--- src/rtl/pipeline_hazard_ctrl.sv ---
// pipeline_hazard_ctrl: load-use, memory-wait and branch-flush hazard control; HAZARD_PERF_CNT_EN adds o_stall_cnt
module pipeline_hazard_ctrl #(
  parameter int FLUSH_CYCLES = 2
) (
  input  logic        i_clk,
  input  logic        i_rst_n,
  input  logic [4:0]  i_id_rs1,
  input  logic [4:0]  i_id_rs2,
  input  logic        i_id_uses_rs1,
  input  logic        i_id_uses_rs2,
  input  logic [4:0]  i_ex_rd,
  input  logic        i_ex_mem_read,
  input  logic        i_ex_branch_taken,
  input  logic        i_mem_req,
  input  logic        i_mem_ready,
  output logic        o_stall_if,
  output logic        o_stall_id,
  output logic        o_stall_ex_mem,
  output logic        o_flush_id,
  output logic        o_flush_ex,
  output logic [1:0]  o_state
`ifdef HAZARD_PERF_CNT_EN
  ,
  output logic [31:0] o_stall_cnt
`endif
);
  localparam logic [1:0] RUN = 2'd0, MEM_WAIT = 2'd1, FLUSH = 2'd2;
  localparam logic [2:0] RELOAD = 3'(FLUSH_CYCLES - 1);
  localparam bit MULTI = FLUSH_CYCLES > 1;
  logic [1:0] state, nstate;
  logic [2:0] cnt, ncnt;
  logic pend, npend, load_use, mem_stall, br, legal, flush_all, lu_act;
  assign load_use = i_ex_mem_read & (i_ex_rd != 5'd0) &
                    ((i_id_uses_rs1 & (i_id_rs1 == i_ex_rd)) | (i_id_uses_rs2 & (i_id_rs2 == i_ex_rd)));
  assign mem_stall = i_mem_req & ~i_mem_ready;
  assign br = i_ex_branch_taken | pend;
  // state, flush counter and deferred-branch flag
  always_ff @(posedge i_clk or negedge i_rst_n) begin
    if (!i_rst_n) begin
      state <= RUN;
      cnt <= 3'd0;
      pend <= 1'b0;
    end else begin
      state <= nstate;
      cnt <= ncnt;
      pend <= npend;
    end
  end
  // next state: memory wait freezes everything and defers branches; branches (re)load the flush counter
  always_comb begin
    nstate = RUN;
    ncnt = cnt;
    npend = pend;
    if (state == 2'd3) begin
      ncnt = 3'd0;
      npend = 1'b0;
    end else if (mem_stall) begin
      nstate = (state == RUN) ? MEM_WAIT : state;
      npend = br;
    end else if (br) begin
      nstate = MULTI ? FLUSH : RUN;
      ncnt = RELOAD;
      npend = 1'b0;
    end else if (state == FLUSH) begin
      nstate = (cnt == 3'd1) ? RUN : FLUSH;
      ncnt = cnt - 3'd1;
    end
  end
  // control outputs: mem_stall > branch flush > load_use, all forced low in reset or the illegal state
  always_comb begin
    legal = i_rst_n & (state != 2'd3);
    flush_all = legal & ~mem_stall & br;
    lu_act = legal & ~mem_stall & ~br & (state != FLUSH) & load_use;
    o_stall_ex_mem = legal & mem_stall;
    o_stall_if = o_stall_ex_mem | lu_act;
    o_stall_id = o_stall_if;
    o_flush_ex = flush_all | lu_act;
    o_flush_id = flush_all | (legal & ~mem_stall & (state == FLUSH));
    o_state = i_rst_n ? state : RUN;
  end
`ifdef HAZARD_PERF_CNT_EN
  // free-running count of IF stall cycles
  always_ff @(posedge i_clk or negedge i_rst_n) begin
    if (!i_rst_n) o_stall_cnt <= 32'd0;
    else if (o_stall_if) o_stall_cnt <= o_stall_cnt + 32'd1;
  end
`endif
endmodule

--- config.mk ---
export PLATFORM = sky130hd
export DESIGN_NAME = pipeline_hazard_ctrl
export DESIGN_NICKNAME = d
export VERILOG_FILES = /design/src/rtl/pipeline_hazard_ctrl.sv
export SDC_FILE = /design/constraint.sdc
export NUM_CORES = 1
export LEC_CHECK = 0
export CELL_PAD_IN_SITES_DETAIL_PLACEMENT = 0
export CELL_PAD_IN_SITES_GLOBAL_PLACEMENT = 2
export CORE_MARGIN = 5
export CORE_UTILIZATION = 17
export CTS_CLUSTER_SIZE = 40
export DETAILED_ROUTE_END_ITERATION = 7
export GPL_ROUTABILITY_DRIVEN = 0
export GPL_TIMING_DRIVEN = 1
export PLACE_DENSITY = 0.79
export SYNTH_ARGS = -nofsm -noshare
export SYNTH_HDL_FRONTEND = slang
export SYNTH_SLANG_ARGS = --single-unit
--- constraint.sdc ---
create_clock -name i_clk -period 1.5 [get_ports i_clk]
set_clock_uncertainty 0.15 [all_clocks]
set_input_delay 0.15 -clock i_clk [delete_from_list [all_inputs] [get_ports i_clk]]
set_output_delay 0.15 -clock i_clk [all_outputs]
set_load 0.02 [all_outputs]
* Word level (Yosys, flattened, before mapping)
Index checks and enable logic that the tools add are counted.
Storage, ports and cells: output and inout bits 7, bits of input ports 23, register bits 6, logic and storage cells 53
Operators by class: bitwise gates (word level) 21, mux-type cells 14, reductions and logical operators 5, add/subtract/negate cells 1, equal/unequal tests 9
Operators by type and width (number):
- 2-to-1 mux 2 bit | 7
- bitwise AND 1 bit | 13
- 2-to-1 mux 3 bit | 4
- equality test 5 bit | 2
- nonzero test 3 bit | 2
- bitwise OR 1 bit | 5
- nonzero test 5 bit | 1
- equality test 2 bit (second input constant) | 2
- != test 2 bit (second input constant) | 2
- equality test 3 x 1 -> 1 bit (second input constant) | 1
- 2-to-1 mux 1 bit | 3
- != test 3 x 1 -> 1 bit (second input constant) | 1
- NOT 1 bit | 3
- subtractor 3 x 1 -> 3 bit (second input constant) | 1
- logical NOT 2 bit | 1
- != test 2 x 1 -> 1 bit (second input constant) | 1
- AND reduction 2 bit | 1

* Depth between registers and ports, before layout
Gate-level depths: netlist of the first run.
depth after elaboration 8, gate-level depth with buffers 6, mapped depth without buffers 6

* Worst setup path after synthesis of the first run
No wires, ideal clock.
path type reg2out, start point register pend, end point output o_stall_if, cell stages (with the launch flop) 5, data required time 1.200 ns, buffers on the path 1, arrival time 1.721 ns, path slack -0.521 ns, cell sequence dfrtp_1 -> or2_1 -> or4_1 -> o21bai_1 -> buf_4
Between the ends: longest elaborated chain between the ends 6
RTL lines:
- start, declared | RTL line 32 | logic pend, npend, load_use, mem_stall, br, legal, flush_all, lu_act;
- start signal, assigned | RTL line 46 | pend <= npend;
- bitwise OR 1 bit | RTL line 36 | assign br = i_ex_branch_taken | pend;
- NOT 1 bit | RTL line 73 | lu_act = legal & ~mem_stall & ~br & (state != FLUSH) & load_use;
- bitwise AND 1 bit (3 in a row) | RTL line 73
- bitwise OR 1 bit | RTL line 75 | o_stall_if = o_stall_ex_mem | lu_act;
- end, declared | RTL line 16 | output logic o_stall_if,
No other way between the ends.

* Final worst setup path of the first run
start point register pend, end point output o_stall_id
Between the ends: longest elaborated chain between the ends 6
RTL lines:
- bitwise OR 1 bit | RTL line 36
- NOT 1 bit | RTL line 73
- bitwise AND 1 bit (3 in a row) | RTL line 73
- bitwise OR 1 bit | RTL line 75
- end, declared | RTL line 17 | output logic o_stall_id,
No other way between the ends.

==> results.toml, run 1 <==
[timing]
fmax_ghz = 0.530
holdWs_ns = 0.164
rsz0062_at_grt = "yes"
final.min_clock_period_ns = 1.89
finalMaxSlewViolations = 0
setup_violations = 4
tightest_slew_ns = 0.298
slew_headroom_pct = 80.1
final_hold_viol_count = 0
worst_slack_ns = -0.385
period_share_pct = 126

[global_routing]
antenna_found_initial = 0
overflow = 0
grt_util_all_layers_pct = 9.45
use_met1_pct = 12.1
gr-usage-met2_pct = 14.5
grt_max_degree = 11
met3_usage_pct = 2.05
grt_pass1_wl_mm = 3.04
grt_pass1_vias = 664
top_usage_layer = "met2"

[setup_path]
critPathLaunch = "pend$_DFFE_PN0P_"
worst-path-max-fanout = 2
r2r-end = "cnt[2]$_DFFE_PN0P_"
critPathLaunchType = "register"
critical_path_arrival_ns = 1.59
reg2reg_slack_ns = 0.04
ff2ff_path_depth = 6
critPathKind = "register to output port"
critPathRequiredTime_ns = 1.20
endpoint_kind = "output port"
worstReg2RegStart = "cnt[0]$_DFFE_PN0P_"

[logic_synthesis]
ys_types = 30
avgSynthCellArea_um2 = 8.42
ys_seq_area_share_pct = 28.8
yosysTopAreaCell = "dfrtp_1"
synth_top_area_share_pct = 28.8
syn_nets = 87
syn_inst = 62
synth_area_um2 = 522
ys_top_cells_by_area = "dfrtp_1 (29%), xor2_1 (13%), nor2_1 (5.8%), ha_1 (4.8%), xnor2_1 (3.4%)"
ys_warn_count = 0
synth_common_cells = "nor2_1 (8), xor2_1 (8), dfrtp_1 (6)"
async_flop_share_pct = 100
yosys_most_used_dff = "dfrtp_1"
ys_ff_latch = 6
synth_edf_count = 0

[cells_and_area]
fillers = 320
fin_util_pct = 38.0
layout-drive-gt1-share_pct = 54.3
final_nets = 143
num_antenna_cells = 0
areaGrowthSynthToFinish_pct = 119
layout.cells.non_filler = 149
design_area_mm2 = 0.00114

[run_status]
status = "complete, but fails checks"
violations = "negative setup slack"

[floorplanning]
dieArea_mm2 = 0.00428
rows = 20
die-width_um = 65.4
io_pins = 30
start_util_pct = 17.4
core_mm2 = 0.00300
dieHeight_um = 65.4

[min_path]
hold_path_depth = 4
min_to = "cnt[1]$_DFFE_PN0P_"
hold_class = "input port to register"
min_from = "i_ex_branch_taken"

[job]
drv_cap = 0

[clocking]
cts_tree = "done"
clk_latency_ns = 0.26
root_buffer = "clkbuf_4"
cts_htree_levels = 1
clock-sinks = 6
clock_path_buffers = 2
cts.clk_slew.worst_paths_ns = 0.05
numCtsBuffers = 3

[power_and_ir_drop]
peakVddDrop_uv = 468
power.density_mw_per_mm2 = 1020
p_total_uw = 1160
power.share.switching_pct = 37.0
power_frac_seq_pct = 21.9
switchingPower_uw = 430
power_frac_comb_pct = 64.3
clkPwrFrac_pct = 13.8
p_leak_uw = 0.000556
p_int_uw = 733

[place]
post_dp_cell_area_um2 = 981
dp_hpwl_mm = 1.45
place.port_buffers = 29
place_inst = 138

[route]
ant_nets = 0
routedWlPerCell_um = 13.3
vias_per_cell = 4.50
drtIter0Drc = 11
vias = 670
drt_wl_total_mm = 1.99
drt_first_pass_iters = 4
drc = 0
-- state kept, by name (all words and copies together) (netlist names) --
name and flops:
cnt 3, state 2, pend 1
-- layout make-up --
cell class / instances / area (µm²) / share of cell area (%)
Multi-Input combinational cell: 50 / 458 / 40.1
Clock buffer: 3 / 22.5 / 1.97
Tap cell: 33 / 41.3 / 3.62
Sequential cell: 6 / 150 / 13.2
Inverter: 3 / 11.3 / 0.987
Timing Repair Buffer: 54 / 458 / 40.1
-- repair_timing --
item / in CTS / in global routing
buffers inserted: 4 / 4
endpoints found under the setup margin: 8 / 8
pin swaps: 9 / 16
endpoints found under the hold margin: 6 / 0
gates resized for setup: 72 / 36
hold buffers: 1 / 0
-- power groups by stage --
| stage | Combinational [µW] | Sequential [µW] | Clock, µW |
|---|---|---|---|
| floorplan | 273 | 246 | 0 |
| global placement | 533 | 245 | 0 |
| detailed placement | 537 | 247 | 0 |
| CTS | 627 | 250 | 162 |
| global route | 824 | 258 | 168 |
| finish | 748 | 255 | 160 |
-- how the worst max path moves through the flow --
stage                  to  slack [ns]  cells past startpoint
3_5_place_dp   o_flush_ex       -1.09                      6
4_1_cts        o_stall_id       -0.37                      4
2_1_floorplan  o_stall_if       -0.21                      4
6_report       o_stall_id       -0.39                      4
5_1_grt        o_stall_id       -0.42                      4
3_3_place_gp   o_flush_ex       -1.02                      6
-- routing by layer --
layer / up-vias / routed length (µm) / part of all wire (%)
li1: 327 / - / -
met3: 5 / 152 / 7.7
met1: 305 / 852 / 43
met5: - / 0 / 0
met4: 0 / 44 / 2.2
met2: 33 / 936 / 47
-- critical path, cell delays in order, from the launching register on --
cell	delay, ns
dfrtp_1	0.36
or2_1	0.23
or4_4	0.45
o21bai_4	0.15
buf_6	0.14
-- logic make-up (layout without fill, tap and decap cells) --
logic type | Yosys count | in the layout | synth area share [%]
XOR/XNOR | 10 | 10 | 16.8
flip-flops | 6 | 6 | 28.8
buffers and inverters | 6 | 60 | 5.04
adder cells (fa/ha/maj) | 2 | 2 | 4.80
AO/OA/AOI/OAI | 13 | 13 | 18.0
AND/OR/NAND/NOR | 25 | 25 | 26.6
-- cell usage in the layout (no fill, tap or decap), drive strengths merged, types with 2 or more instances in the layout --
cell           count
a21oi              3
and2               3
buf               32
clkbuf            10
clkdlybuf4s15      2
clkdlybuf4s50      3
dfrtp              6
dlygate4sd2        6
dlymetal6s2s       3
ha                 2
inv                3
nand2              3
nor2               8
nor4               2
o21ai              3
o41ai              2
or4                2
xnor2              2
xor2               8
-- through the flow --
stage | setup WS, ns | setup TNS (ns)
CTS | -0.369 | -1.17
global route | -0.420 | -1.44
floorplan | -0.215 | -0.410
finish | -0.385 | -1.19
detailed placement | -1.09 | -5.70
global placement | -1.02 | -5.75
Power figures use the tool's default switching activity.
==> run 2, diff against run 1 <==
--- a/config.mk
+++ b/config.mk
@@ -9,6 +9,7 @@
 export CELL_PAD_IN_SITES_GLOBAL_PLACEMENT = 2
 export CORE_MARGIN = 5
 export CORE_UTILIZATION = 17
+export CTS_CLUSTER_DIAMETER = 100
 export CTS_CLUSTER_SIZE = 40
 export DETAILED_ROUTE_END_ITERATION = 7
 export GPL_ROUTABILITY_DRIVEN = 0
==> results of run 2 <==
No change in the layout: final DEF, timing and power equal those of run 1.
